==> config.mk <==
export PLATFORM = sky130hd
export DESIGN_NAME = imem_loader_flat
export DESIGN_NICKNAME = d
export VERILOG_FILES = /design/src/rtl/imem_loader_if.sv /design/src/rtl/imem_loader.sv /design/src/flat_wrapper.sv
export SDC_FILE = /design/constraint.sdc
export NUM_CORES = 1
export LEC_CHECK = 0
export ABC_CLOCK_PERIOD_IN_PS = 1640
export BUFFER_PORTS_ARGS = -buffer_cell sky130_fd_sc_hd__clkbuf_2
export CAP_MARGIN = 20
export CELL_PAD_IN_SITES_DETAIL_PLACEMENT = 1
export CELL_PAD_IN_SITES_GLOBAL_PLACEMENT = 1
export CORE_MARGIN = 4
export CORE_UTILIZATION = 38
export CTS_CLUSTER_DIAMETER = 60
export DETAILED_ROUTE_END_ITERATION = 16
export GPL_ROUTABILITY_DRIVEN = 0
export PLACE_DENSITY_LB_ADDON = 0.1
export SLEW_MARGIN = 25
export SYNTH_ARGS = -nofsm -noshare
export SYNTH_HDL_FRONTEND = slang
export SYNTH_SLANG_ARGS = --single-unit
==> constraint.sdc <==
create_clock -name clock -period 1.64 [get_ports clock]
set_input_delay 0.328 -clock clock [delete_from_list [all_inputs] [get_ports clock]]
set_output_delay 0.328 -clock clock [all_outputs]
set_load 0.02 [all_outputs]
==> src/rtl/imem_loader_if.sv <==
// Byte-stream, control and instruction-memory write-port bundle for imem_loader.
// The slave side is the loader; the master side is the boot/debug source plus memory/core.
interface imem_loader_if #(
  parameter int CNT_W = 6
);
  logic             start;
  logic [CNT_W-1:0] num_words;
  logic             abort;
  logic             byte_valid;
  logic [7:0]       byte_data;
  logic             byte_ready;
  logic [31:0]      mem_waddr;
  logic [31:0]      mem_wdata;
  logic             mem_we;
  logic             cpu_stall;
  logic             busy;
  logic             done;
  logic             error;

  modport master (
    output start, num_words, abort, byte_valid, byte_data,
    input  byte_ready, mem_waddr, mem_wdata, mem_we, cpu_stall, busy, done, error
  );

  modport slave (
    input  start, num_words, abort, byte_valid, byte_data,
    output byte_ready, mem_waddr, mem_wdata, mem_we, cpu_stall, busy, done, error
  );
endinterface

==> src/rtl/imem_loader.sv <==
// Instruction-memory loader: packs a little-endian byte stream into 32-bit words,
// writes them to consecutive word addresses and stalls the core while loading.
//
// state   | meaning
// IDLE    | waiting for start; core runs
// COLLECT | accepting bytes into lanes 0..3 of the current word
// WRITE   | one-cycle memory write of the packed word
// FINISH  | one-cycle done pulse, then back to IDLE
module imem_loader #(
  parameter int          DEPTH     = 32,
  parameter logic [31:0] LOAD_BASE = 32'd0,
  parameter int          CNT_W     = 6
) (
  input  logic         clock,
  input  logic         reset_n,
  imem_loader_if.slave bus
);
  typedef enum logic [1:0] {IDLE, COLLECT, WRITE, FINISH} state_t;

  localparam logic [CNT_W-1:0] DEPTH_C = CNT_W'(DEPTH);

  state_t           state, state_nx;
  logic [CNT_W-1:0] count;
  logic [CNT_W-1:0] word_idx;
  logic [1:0]       byte_lane;
  logic [23:0]      shreg;
  logic             byte_take;
  logic             start_ok;
  logic             start_bad;
  logic             last_word;
  logic             busy_q, ready_q, we_q, done_q, error_q;
  logic [31:0]      waddr_q, wdata_q;

  always_comb begin
    state_nx  = state;
    start_ok  = 1'b0;
    start_bad = 1'b0;
    byte_take = 1'b0;
    last_word = (word_idx + CNT_W'(1)) == count;
    case (state)
      IDLE: begin
        if (bus.start) begin
          if (bus.num_words > DEPTH_C) begin
            start_bad = 1'b1;
          end else if (bus.num_words == '0) begin
            state_nx = FINISH;
          end else begin
            start_ok = 1'b1;
            state_nx = COLLECT;
          end
        end
      end
      COLLECT: begin
        // abort wins over a byte offered in the same cycle; that byte is dropped
        if (bus.abort) begin
          state_nx = IDLE;
        end else if (bus.byte_valid) begin
          byte_take = 1'b1;
          if (byte_lane == 2'd3) state_nx = WRITE;
        end
      end
      WRITE: begin
        if (bus.abort)      state_nx = IDLE;
        else if (last_word) state_nx = FINISH;
        else                state_nx = COLLECT;
      end
      FINISH: begin
        state_nx = IDLE;
      end
      default: state_nx = IDLE;
    endcase
  end

  always_ff @(posedge clock or negedge reset_n) begin
    if (!reset_n) begin
      state     <= IDLE;
      count     <= '0;
      word_idx  <= '0;
      byte_lane <= '0;
      shreg     <= '0;
      busy_q    <= 1'b0;
      ready_q   <= 1'b0;
      we_q      <= 1'b0;
      done_q    <= 1'b0;
      error_q   <= 1'b0;
      waddr_q   <= '0;
      wdata_q   <= '0;
    end else begin
      state   <= state_nx;
      busy_q  <= state_nx != IDLE;
      ready_q <= state_nx == COLLECT;
      we_q    <= state_nx == WRITE;
      done_q  <= state_nx == FINISH;
      error_q <= start_bad;
      if (start_ok) begin
        count     <= bus.num_words;
        word_idx  <= '0;
        byte_lane <= '0;
      end
      if (byte_take) begin
        byte_lane <= byte_lane + 2'd1;
        case (byte_lane)
          2'd0: shreg[7:0]   <= bus.byte_data;
          2'd1: shreg[15:8]  <= bus.byte_data;
          2'd2: shreg[23:16] <= bus.byte_data;
          default: begin
            // write-port registers change only when a word completes
            waddr_q <= LOAD_BASE + 32'(word_idx);
            wdata_q <= {bus.byte_data, shreg};
          end
        endcase
      end
      if (state == WRITE && state_nx == COLLECT) word_idx <= word_idx + CNT_W'(1);
    end
  end

  assign bus.byte_ready = ready_q;
  assign bus.mem_waddr  = waddr_q;
  assign bus.mem_wdata  = wdata_q;
  assign bus.mem_we     = we_q;
  assign bus.cpu_stall  = busy_q;
  assign bus.busy       = busy_q;
  // an abort during FINISH suppresses the done pulse
  assign bus.done       = done_q & ~bus.abort;
  assign bus.error      = error_q;
endmodule

==> src/flat_wrapper.sv <==
// flat-port wrapper written by rule: the top's interface ports become plain ports
module imem_loader_flat 
#(
  parameter int          DEPTH     = 32,
  parameter logic [31:0] LOAD_BASE = 32'd0,
  parameter int          CNT_W     = 6
)
  (clock, reset_n, bus_start, bus_num_words, bus_abort, bus_byte_valid, bus_byte_data, bus_byte_ready, bus_mem_waddr, bus_mem_wdata, bus_mem_we, bus_cpu_stall, bus_busy, bus_done, bus_error);
  imem_loader_if #(.CNT_W(CNT_W)) bus_i ();
  input  logic clock;
  input  logic reset_n;
  input wire logic [$bits(bus_i.start)-1:0] bus_start;
  input wire logic [$bits(bus_i.num_words)-1:0] bus_num_words;
  input wire logic [$bits(bus_i.abort)-1:0] bus_abort;
  input wire logic [$bits(bus_i.byte_valid)-1:0] bus_byte_valid;
  input wire logic [$bits(bus_i.byte_data)-1:0] bus_byte_data;
  output wire logic [$bits(bus_i.byte_ready)-1:0] bus_byte_ready;
  output wire logic [$bits(bus_i.mem_waddr)-1:0] bus_mem_waddr;
  output wire logic [$bits(bus_i.mem_wdata)-1:0] bus_mem_wdata;
  output wire logic [$bits(bus_i.mem_we)-1:0] bus_mem_we;
  output wire logic [$bits(bus_i.cpu_stall)-1:0] bus_cpu_stall;
  output wire logic [$bits(bus_i.busy)-1:0] bus_busy;
  output wire logic [$bits(bus_i.done)-1:0] bus_done;
  output wire logic [$bits(bus_i.error)-1:0] bus_error;
  assign bus_i.start = bus_start;
  assign bus_i.num_words = bus_num_words;
  assign bus_i.abort = bus_abort;
  assign bus_i.byte_valid = bus_byte_valid;
  assign bus_i.byte_data = bus_byte_data;
  assign bus_byte_ready = bus_i.byte_ready;
  assign bus_mem_waddr = bus_i.mem_waddr;
  assign bus_mem_wdata = bus_i.mem_wdata;
  assign bus_mem_we = bus_i.mem_we;
  assign bus_cpu_stall = bus_i.cpu_stall;
  assign bus_busy = bus_i.busy;
  assign bus_done = bus_i.done;
  assign bus_error = bus_i.error;
  imem_loader #(.DEPTH(DEPTH), .LOAD_BASE(LOAD_BASE), .CNT_W(CNT_W)) u_core (.clock(clock), .reset_n(reset_n), .bus(bus_i));
endmodule
==> results of run 1 <==
-- final timing paths --
| check | start | slack [ns] | endpoint | cells after the start |
|---|---|---|---|---|
| hold reg to reg | u_core.bus.mem_waddr[2]$_DFFE_PN0P_ | 0.50 | u_core.bus.mem_waddr[2]$_DFFE_PN0P_ | 2 |
| min in group clock | bus_num_words[4] | 0.22 | u_core.count[4]$_DFFE_PN0P_ | 2 |
| setup reg to reg | u_core.word_idx[0]$_DFFE_PN0P_ | -0.15 | u_core.bus.byte_ready$_DFF_PN0_ | 7 |
| hold / removal | reset_n | -0.005 | u_core.bus.mem_wdata[19]$_DFFE_PN0P_ | 2 |
| setup / recovery | u_core.word_idx[0]$_DFFE_PN0P_ | -0.15 | u_core.bus.byte_ready$_DFF_PN0_ | 7 |
| max in group asynchronous | reset_n | 1.28 | u_core.word_idx[0]$_DFFE_PN0P_ | 2 |
-- cell type report --
cell class | instances | area (um2) | area share, %
clock inverter | 6 | 71.3 | 1.51
inverter | 7 | 26.3 | 0.557
tap | 129 | 161 | 3.42
multi-input combinational | 180 | 1520 | 32.3
sequential | 83 | 2080 | 44.1
timing repair buffer | 105 | 718 | 15.2
clock buffer | 10 | 138 | 2.92
-- logic make-up after synthesis --
| family | Yosys count | share of synthesized area, % |
|---|---|---|
| fa+ha+maj | 6 | 2.04 |
| mux | 67 | 20.4 |
| other cells | 1 | 0.102 |
| buf+inv | 41 | 7.13 |
| flops | 83 | 56.3 |
| compound gates | 25 | 4.99 |
| simple gates | 47 | 6.69 |
| xor+xnor | 9 | 2.34 |
-- flip-flops by register name, summed over array words and instances (netlist names) --
register               flops
u_core.done_q              1
u_core.shreg              24
u_core.bus.mem_wdata      32
u_core.bus.mem_waddr       6
u_core.bus.mem_we          1
u_core.bus.busy            1
u_core.bus.error           1
u_core.count               6
u_core.state               2
u_core.bus.byte_ready      1
u_core.byte_lane           2
u_core.word_idx            6
-- metrics by stage --
step	setup TNS, ns	hold slack, ns	total power [uW]	std cells	setup slack, ns
global route	-2.37	0.00980	5720	520	-0.274
CTS	-0.676	0.00602	5410	511	-0.116
detailed placement	-1.70	0.397	3850	495	-0.162
finish	-0.880	-0.00546	5380	520	-0.155
floorplan	-0.00626	0.0324	3470	304	-0.00626
global placement	-0.927	0.401	3780	495	-0.110
-- power breakdown --
group          leakage, uW  total [uW]  internal, uW  switching (uW)
sequential         0.00110        2720          2470             245
clock             0.000105        1550           765             783
combinational      0.00121        1120           558             561
-- critical path, delay by kind of cell (launching register included) --
kind / cells / cell delay [ns]
compound gates: 1 / 0.35
xor+xnor: 1 / 0.16
fa+ha+maj: 1 / 0.23
buf+inv: 1 / 0.07
flops: 1 / 0.46
simple gates: 3 / 0.39
-- routing by layer --
layer	up-vias	track usage [%]	wire [um]
li1	1123	-	-
met1	1252	18.8	3710
met2	65	22.0	4160
met3	5	3.64	409
met4	0	4.38	73
met5	-	0	0
-- what timing repair did --
item                       4_1_cts  5_1_grt
pin swaps                        4        4
buffers inserted                 0        4
hold endpoints to repair         0        0
gates cloned                     0        5
setup endpoints to repair       14       52
gates resized for setup          6       14
-- layout by cell type (no fill, tap or decap), types with 2 or more instances in the layout --
cell type / n
inv_6: 2
clkbuf_2: 61
dfrtp_2: 2
nor2b_1: 3
clkbuf_16: 2
dfrtp_1: 81
xnor2_1: 5
xor2_1: 2
mux2_2: 65
o21ai_1: 2
nor3_1: 2
nor2_1: 7
nand2b_1: 2
buf_12: 2
a21oi_1: 2
o21ai_0: 6
buf_4: 34
and2_1: 3
mux2i_1: 2
a31o_1: 2
conb_1: 26
nand2_2: 2
ha_1: 5
inv_1: 6
nand2_1: 14
nand3_1: 2
clkbuf_8: 10
buf_6: 6
==> summary.txt, run 1 <==
STA
  – Setup ws final: -0.155 ns
  – Fin Clk Skew: 0.00407 ns
  – Peak Freq: 0.557 GHz
  – Final setup vio count: 10
  – Period utilisation layout: 109%
  – RSZ-0062 raised after global routing: true
  – Pins over their slew limit: 0
  – Final Hold Vio Count: 8
  – Min Hold Slack: -0.00546 ns
  – Fin crit period: 1.79 ns

Placement
  – IO Port Bufs: 62
  – Post-placement cell area: 0.00431 mm2
  – DP HPWL: 5540 um

Logic synthesis
  – Synthesized cell area: 0.00369 mm2
  – Synth area leaders: dfrtp_1 (56%), mux2_2 (20%), buf_4 (5.5%)
  – Number of enable flip-flop cells after synthesis: 0
  – Post-Syn Instances: 279
  – Largest area contributor in the synthesized netlist: dfrtp_1
  – YS warnings: 0
  – Count of cell types in the netlist: 43
  – Post-synth top cells: dfrtp_1 (83), mux2_2 (65), buf_4 (27)
  – Top-area cell type share of the netlist area: 56.3%
  – Most frequent cell after synthesis: dfrtp_1
  – Register area share after synthesis: 56.3%
  – Avg Cell Area, Syn: 13.2 um2
  – Synth Register Bits: 83
  – Post-synth ARST share: 100%
  – Synth Flop Type: dfrtp_1

GRT
  – GRT Util Overall: 13.9%
  – Initial antenna violation count: 0
  – Vias in the first global route: 2486
  – Total gr overflow: 0
  – Largest net degree at the start of global routing: 84
  – First-pass GRT wire length: 12600 um

Routing
  – DR iter-0 viols: 49
  – DR pass1 iterations: 3
  – Via/cell ratio: 4.70
  – Post-DRT Antenna Nets: 0
  – Final wirelength: 8360 um
  – DRC: 0
  – Post-DR wirelength/cell: 16.1 um
  – Via Count: 2445

Worst setup path
  – Worst path required time: 1.86 ns
  – Startpoint types: flop
  – Worst-path cell chain: ha_4 > xor2_1 > nor4_2 > nand2_1 > o31a_2 > inv_2 > nor2_1
  – WP data arrival: 2.01 ns
  – CP Class: flop to flop
  – Crit path max-delay cell type: dfrtp_2
  – Max incr delay on CP: 0.46 ns
  – Max FO, Critical Path: 6
  – Worst setup EP type: flop

CTS
  – Htree depth: 3
  – Root Buffer: clkbuf_8
  – Clock Tree Buf Depth: 2
  – CTS tree: done
  – Worst-path clk slew: 0.09 ns
  – TritonCTS Buffers: 9
  – Clk_lat worst skew: 0.35 ns
  – CTS Hold Bufs: 0
  – Clock sinks: 83

Floorplanning
  – Die Height: 107 um
  – Core area: 0.00933 mm2
  – IO Pins: 89
  – Die W: 107 um
  – Row count: 35
  – Initial Util: 39.5%
  – Die Footprint: 0.0113 mm2

Final layout
  – Filler Cell Count: 1018
  – Nets: 411
  – Design Area, Final: 0.00472 mm2
  – Area grow syn2layout: 27.9%
  – Share of layout cells above drive strength 1: 54.0%
  – N_diodes: 0
  – Post-layout util: 50.6%

Power and ir drop
  – Max VDD drop: 0.484 mV
  – Leakage: 0.00242 uW
  – PD cells: 1140 mW/mm2

Run
  – Max-cap violations: 0

Status
  – Failing checks: hold timing, setup timing
  – Status: finished, violations left

Min path
  – Hold WC Path Type: primary input to asynchronous set/reset pin
Power figures use the tool's default switching activity.
==> run 2, diff against run 1 <==
- RECOVER_POWER: default -> 100
==> summary.txt, run 2 (synthesis results as in run 1) <==
CTS
  – Clock Tree Buf Depth: 2
  – Clock sinks: 83
  – Clk_lat worst skew: 0.35 ns
  – Htree depth: 3
  – TritonCTS Buffers: 9
  – Root Buffer: clkbuf_8
  – CTS tree: done
  – Worst-path clk slew: 0.09 ns

Worst setup path
  – Startpoint types: flop
  – CP Class: flop to flop
  – Crit path max-delay cell type: dfrtp_2
  – Worst-path cell chain: ha_4 > xor2_1 > nor4_2 > nand2_1 > o31a_2 > inv_2 > nor2_1
  – WP buf/inv: 1
  – Worst setup EP type: flop
  – Max FO, Critical Path: 6
  – Worst path required time: 1.86 ns
  – Worst path top cell family by delay: flip-flops
  – Max incr delay on CP: 0.46 ns
  – WP data arrival: 2.01 ns

STA
  – Fin crit period: 1.79 ns
  – Slew @ Worst Pin: 1.13 ns
  – Pins over their slew limit: 0
  – Final Hold Vio Count: 0
  – Fin Clk Skew: 0.00467 ns
  – RSZ-0062 raised after global routing: true
  – Min Hold Slack: 0.224 ns
  – Peak Freq: 0.559 GHz
  – Final setup vio count: 39
  – Setup ws final: -0.148 ns
  – Slew headroom: 24.9%
  – Period utilisation layout: 109%

Final layout
  – N_diodes: 0
  – Share of layout cells above drive strength 1: 42.2%
  – Nets: 411
  – Filler Cell Count: 1022
  – Area grow syn2layout: 25.8%
  – Register area: 0.00208 mm2
  – Most common cell after layout, fill and taps aside: dfrtp_1
  – Max reg flops: 32
  – Commonest non-fill, non-tap cells in the layout: dfrtp_1 (81), mux2_2 (65), clkbuf_1 (45)
  – Multi-input logic area: 0.00152 mm2

Power and ir drop
  – PD cells: 1150 mW/mm2
  – Max VDD drop: 0.479 mV
  – Pwr Total: 5350 uW
  – Leakage: 0.00226 uW

Min path
  – Hold WC Path Type: primary input to flop

Placement
  – DP HPWL: 5540 um
  – IO Port Bufs: 62

GRT
  – Total gr overflow: 0
  – Largest net degree at the start of global routing: 84
  – Vias in the first global route: 2486
  – First-pass GRT wire length: 12600 um
  – GRT Util Overall: 13.9%
  – Initial antenna violation count: 0

Routing
  – Via Count: 2445
  – DRC: 0
  – Post-DR wirelength/cell: 16.1 um
  – Via/cell ratio: 4.70
  – Final wirelength: 8370 um
  – Post-DRT Antenna Nets: 0
  – DR iter-0 viols: 54
  – DR pass1 iterations: 4

Floorplanning
  – Core area: 0.00933 mm2
  – Row count: 35
  – IO Pins: 89
  – Die Height: 107 um
  – Die W: 107 um
  – Initial Util: 39.5%
  – Die Footprint: 0.0113 mm2

Run
  – Max-cap violations: 0

Status
  – Status: finished, violations left
  – Failing checks: setup timing
[run 2: per-layer routing]
| metal | part of all wire, % | GRT usage (%) | vias to the layer above | wire length [um] |
|---|---|---|---|---|
| met5 | 0 | 0 | - | 0 |
| met4 | 0.92 | 4.38 | 0 | 77 |
| met3 | 4.3 | 3.64 | 5 | 362 |
| met2 | 50 | 22.0 | 58 | 4190 |
| met1 | 45 | 18.8 | 1255 | 3740 |
| li1 | - | - | 1127 | - |
[run 2: worst register-to-register path: stages, from the launching register on]
cell and delay [ns]:
dfrtp_2 0.46, ha_4 0.23, xor2_1 0.16, nor4_2 0.19, nand2_1 0.15, o31a_2 0.35
inv_2 0.07, nor2_1 0.05
[run 2: power by group]
group	switching, uW	total (uW)	internal (uW)
Sequential	240	2710	2470
Clock	787	1550	765
Combinational	560	1080	522
Total	1590	5350	3760
[run 2: final timing paths]
check | slack, ns | cells past startpoint | end | start
worst max-delay path | -0.15 | 7 | u_core.bus.byte_ready$_DFF_PN0_ | u_core.word_idx[0]$_DFFE_PN0P_
worst min-delay path | 0.22 | 2 | u_core.count[4]$_DFFE_PN0P_ | bus_num_words[4]
worst max register to register | -0.15 | 7 | u_core.bus.byte_ready$_DFF_PN0_ | u_core.word_idx[0]$_DFFE_PN0P_
worst min register to register | 0.49 | 2 | u_core.bus.mem_waddr[4]$_DFFE_PN0P_ | u_core.bus.mem_waddr[4]$_DFFE_PN0P_
max in group asynchronous | 0.54 | 2 | u_core.word_idx[0]$_DFFE_PN0P_ | reset_n
min in group asynchronous | 0.32 | 2 | u_core.bus.mem_wdata[19]$_DFFE_PN0P_ | reset_n
[run 2: repair_timing]
| item | CTS | global route |
|---|---|---|
| gates resized for setup | 6 | 14 |
| hold buffers | 0 | 0 |
| setup endpoints to repair | 14 | 52 |
| cloned | 0 | 5 |
| buffers inserted | 0 | 4 |
| pin swaps | 4 | 4 |
[run 2: final cells by class]
type,count,share of cell area [%]
Clock inverter,6,1.54
Multi-Input combinational cell,180,32.7
Inverter,7,0.566
Tap cell,129,3.48
Sequential cell,83,44.8
Timing Repair Buffer,105,13.9
Clock buffer,10,2.97
[run 2: through the flow]
step	util [%]	setup TNS (ns)	cells	cell area, um2	setup slack [ns]
floorplan	-	-0.00626	304	3790	-0.00626
global placement	46.3	-0.927	495	4310	-0.110
detailed placement	46.3	-1.70	495	4310	-0.162
CTS	48.7	-0.676	511	4540	-0.116
global route	49.7	-10.37	520	4640	-0.274
finish	49.7	-1.15	520	4640	-0.148
==> run 3, diff against run 2 <==
- ABC_CLOCK_PERIOD_IN_PS: 1640 -> 2120
- CORE_UTILIZATION: 38 -> 46
- clock period: 1.64 -> 2.12 ns (I/O delays scaled with it)
==> summary.txt, run 3 (synthesis results as in run 1) <==
Placement
  – DP HPWL: 5360 um
  – Post-placement cell area: 0.00405 mm2
  – IO Port Bufs: 62

Final layout
  – Share of layout cells above drive strength 1: 31.4%
  – Nets: 373
  – Commonest non-fill, non-tap cells in the layout: dfrtp_1 (83), mux2_2 (65), clkbuf_1 (49)
  – Area grow syn2layout: 12.3%
  – Design Area, Final: 0.00414 mm2
  – N_diodes: 0
  – Most common cell after layout, fill and taps aside: dfrtp_1
  – Max reg flops: 32

STA
  – Fin Clk Skew: 0.0102 ns
  – RSZ-0062 raised after global routing: false
  – Final setup vio count: 0
  – Slew headroom: 29.1%
  – Post-route setup TNS: 0 ns
  – Pins over their slew limit: 0
  – Peak Freq: 0.521 GHz
  – Slew @ Worst Pin: 1.06 ns
  – Period utilisation layout: 90.5%
  – Final Hold Vio Count: 0
  – Fin crit period: 1.92 ns
  – Min Hold Slack: 0.176 ns

CTS
  – Htree depth: 3
  – Clock sinks: 83
  – CTS tree: done
  – Worst-path clk slew: 0.08 ns
  – CTS Hold Bufs: 0
  – TritonCTS Buffers: 9
  – Clk_lat worst skew: 0.35 ns
  – Post-CTS Setup Bufs: 0
  – Clock Tree Buf Depth: 2
  – Root Buffer: clkbuf_8
  – Cts repair resizes: 0

Routing
  – Post-DR wirelength/cell: 15.9 um
  – Final wirelength: 7260 um
  – DRC: 0
  – Post-DRT Antenna Nets: 0
  – Via/cell ratio: 4.94
  – Via Count: 2246
  – DR iter-0 viols: 47
  – DR pass1 iterations: 4

Floorplanning
  – Initial Util: 47.5%
  – Die Height: 97.5 um
  – IO Pins: 89
  – Row count: 32
  – Core area: 0.00777 mm2
  – Die Footprint: 0.00951 mm2
  – Die W: 97.5 um

Run
  – Max-cap violations: 0

GRT
  – Total gr overflow: 0
  – Vias in the first global route: 2436
  – GRT Util Overall: 16.0%
  – First-pass GRT wire length: 12300 um
  – Largest net degree at the start of global routing: 50
  – Initial antenna violation count: 0

Worst setup path
  – Worst reg2reg path startpoint: u_core.word_idx[1]$_DFFE_PN0P_
  – Crit path to: u_core.bus.byte_ready$_DFF_PN0_
  – Max FO, Critical Path: 8
  – Worst reg2reg endpoint: u_core.bus.byte_ready$_DFF_PN0_
  – CP Class: flop to flop
  – Startpoint types: flop
  – Worst setup EP type: flop
  – WP data arrival: 2.15 ns
  – R2R Setup Slk: 0.20 ns
  – Worst path required time: 2.35 ns
  – Crit. Startpoint: u_core.word_idx[1]$_DFFE_PN0P_
  – FF-to-FF path depth: 7

Min path
  – Hold WC Path Type: primary input to asynchronous set/reset pin

Power and ir drop
  – PD cells: 950 mW/mm2
  – Leakage: 0.00201 uW
  – Max VDD drop: 0.388 mV

Status
  – Status: complete, no violations
-- run 3: area by class of cell --
class                      instances  area (um2)
clock buffer                      12         135
tap                              102         128
inverter                           7        26.3
clock inverter                     4        51.3
fill                             839        3630
sequential                        83        2080
timing repair buffer              67         283
multi-input combinational        180        1440
-- run 3: worst min-delay path by stage --
stage	startpoint	to	slack, ns	depth (start not counted)
2_1_floorplan	reset_n	u_core.bus.busy$_DFF_PN0_	0.13	0
6_report	reset_n	u_core.shreg[17]$_DFFE_PN0P_	0.18	1
3_3_place_gp	reset_n	u_core.bus.mem_wdata[12]$_DFFE_PN0P_	0.41	1
3_5_place_dp	reset_n	u_core.bus.mem_wdata[12]$_DFFE_PN0P_	0.41	1
4_1_cts	reset_n	u_core.bus.mem_wdata[25]$_DFFE_PN0P_	0.03	1
5_1_grt	reset_n	u_core.shreg[12]$_DFFE_PN0P_	0.22	1
-- run 3: metal layers --
layer / vias up / track usage, % / share of wire, %
met5: - / 0 / 0
met4: 0 / 4.58 / 1.5
met3: 10 / 5.10 / 5.8
met2: 60 / 26.8 / 49
met1: 1134 / 19.8 / 43
li1: 1042 / - / -
-- run 3: through the flow --
step                utilization, %  std cells  setup slack (ns)  total power, uW
finish                        53.3        455             0.202             3940
global route                  53.3        455            0.0309             4190
CTS                           54.5        455             0.157             4030
detailed placement            52.1        439             0.114             2930
global placement              52.1        439             0.255             2870
floorplan                        -        304             0.358             2690
-- run 3: worst max-delay path, stage by stage (launching register included) --
cell and delay [ns]:
dfrtp_1 0.41, ha_1 0.35, nor3b_1 0.11, nor4_2 0.29, nand2_1 0.15, o31a_2 0.39, inv_2 0.07, nor2_1 0.04
-- run 3: power breakdown --
part	switching (uW)	internal, uW
Sequential	184	1910
Clock	540	546
Combinational	402	351
Total	1130	2810
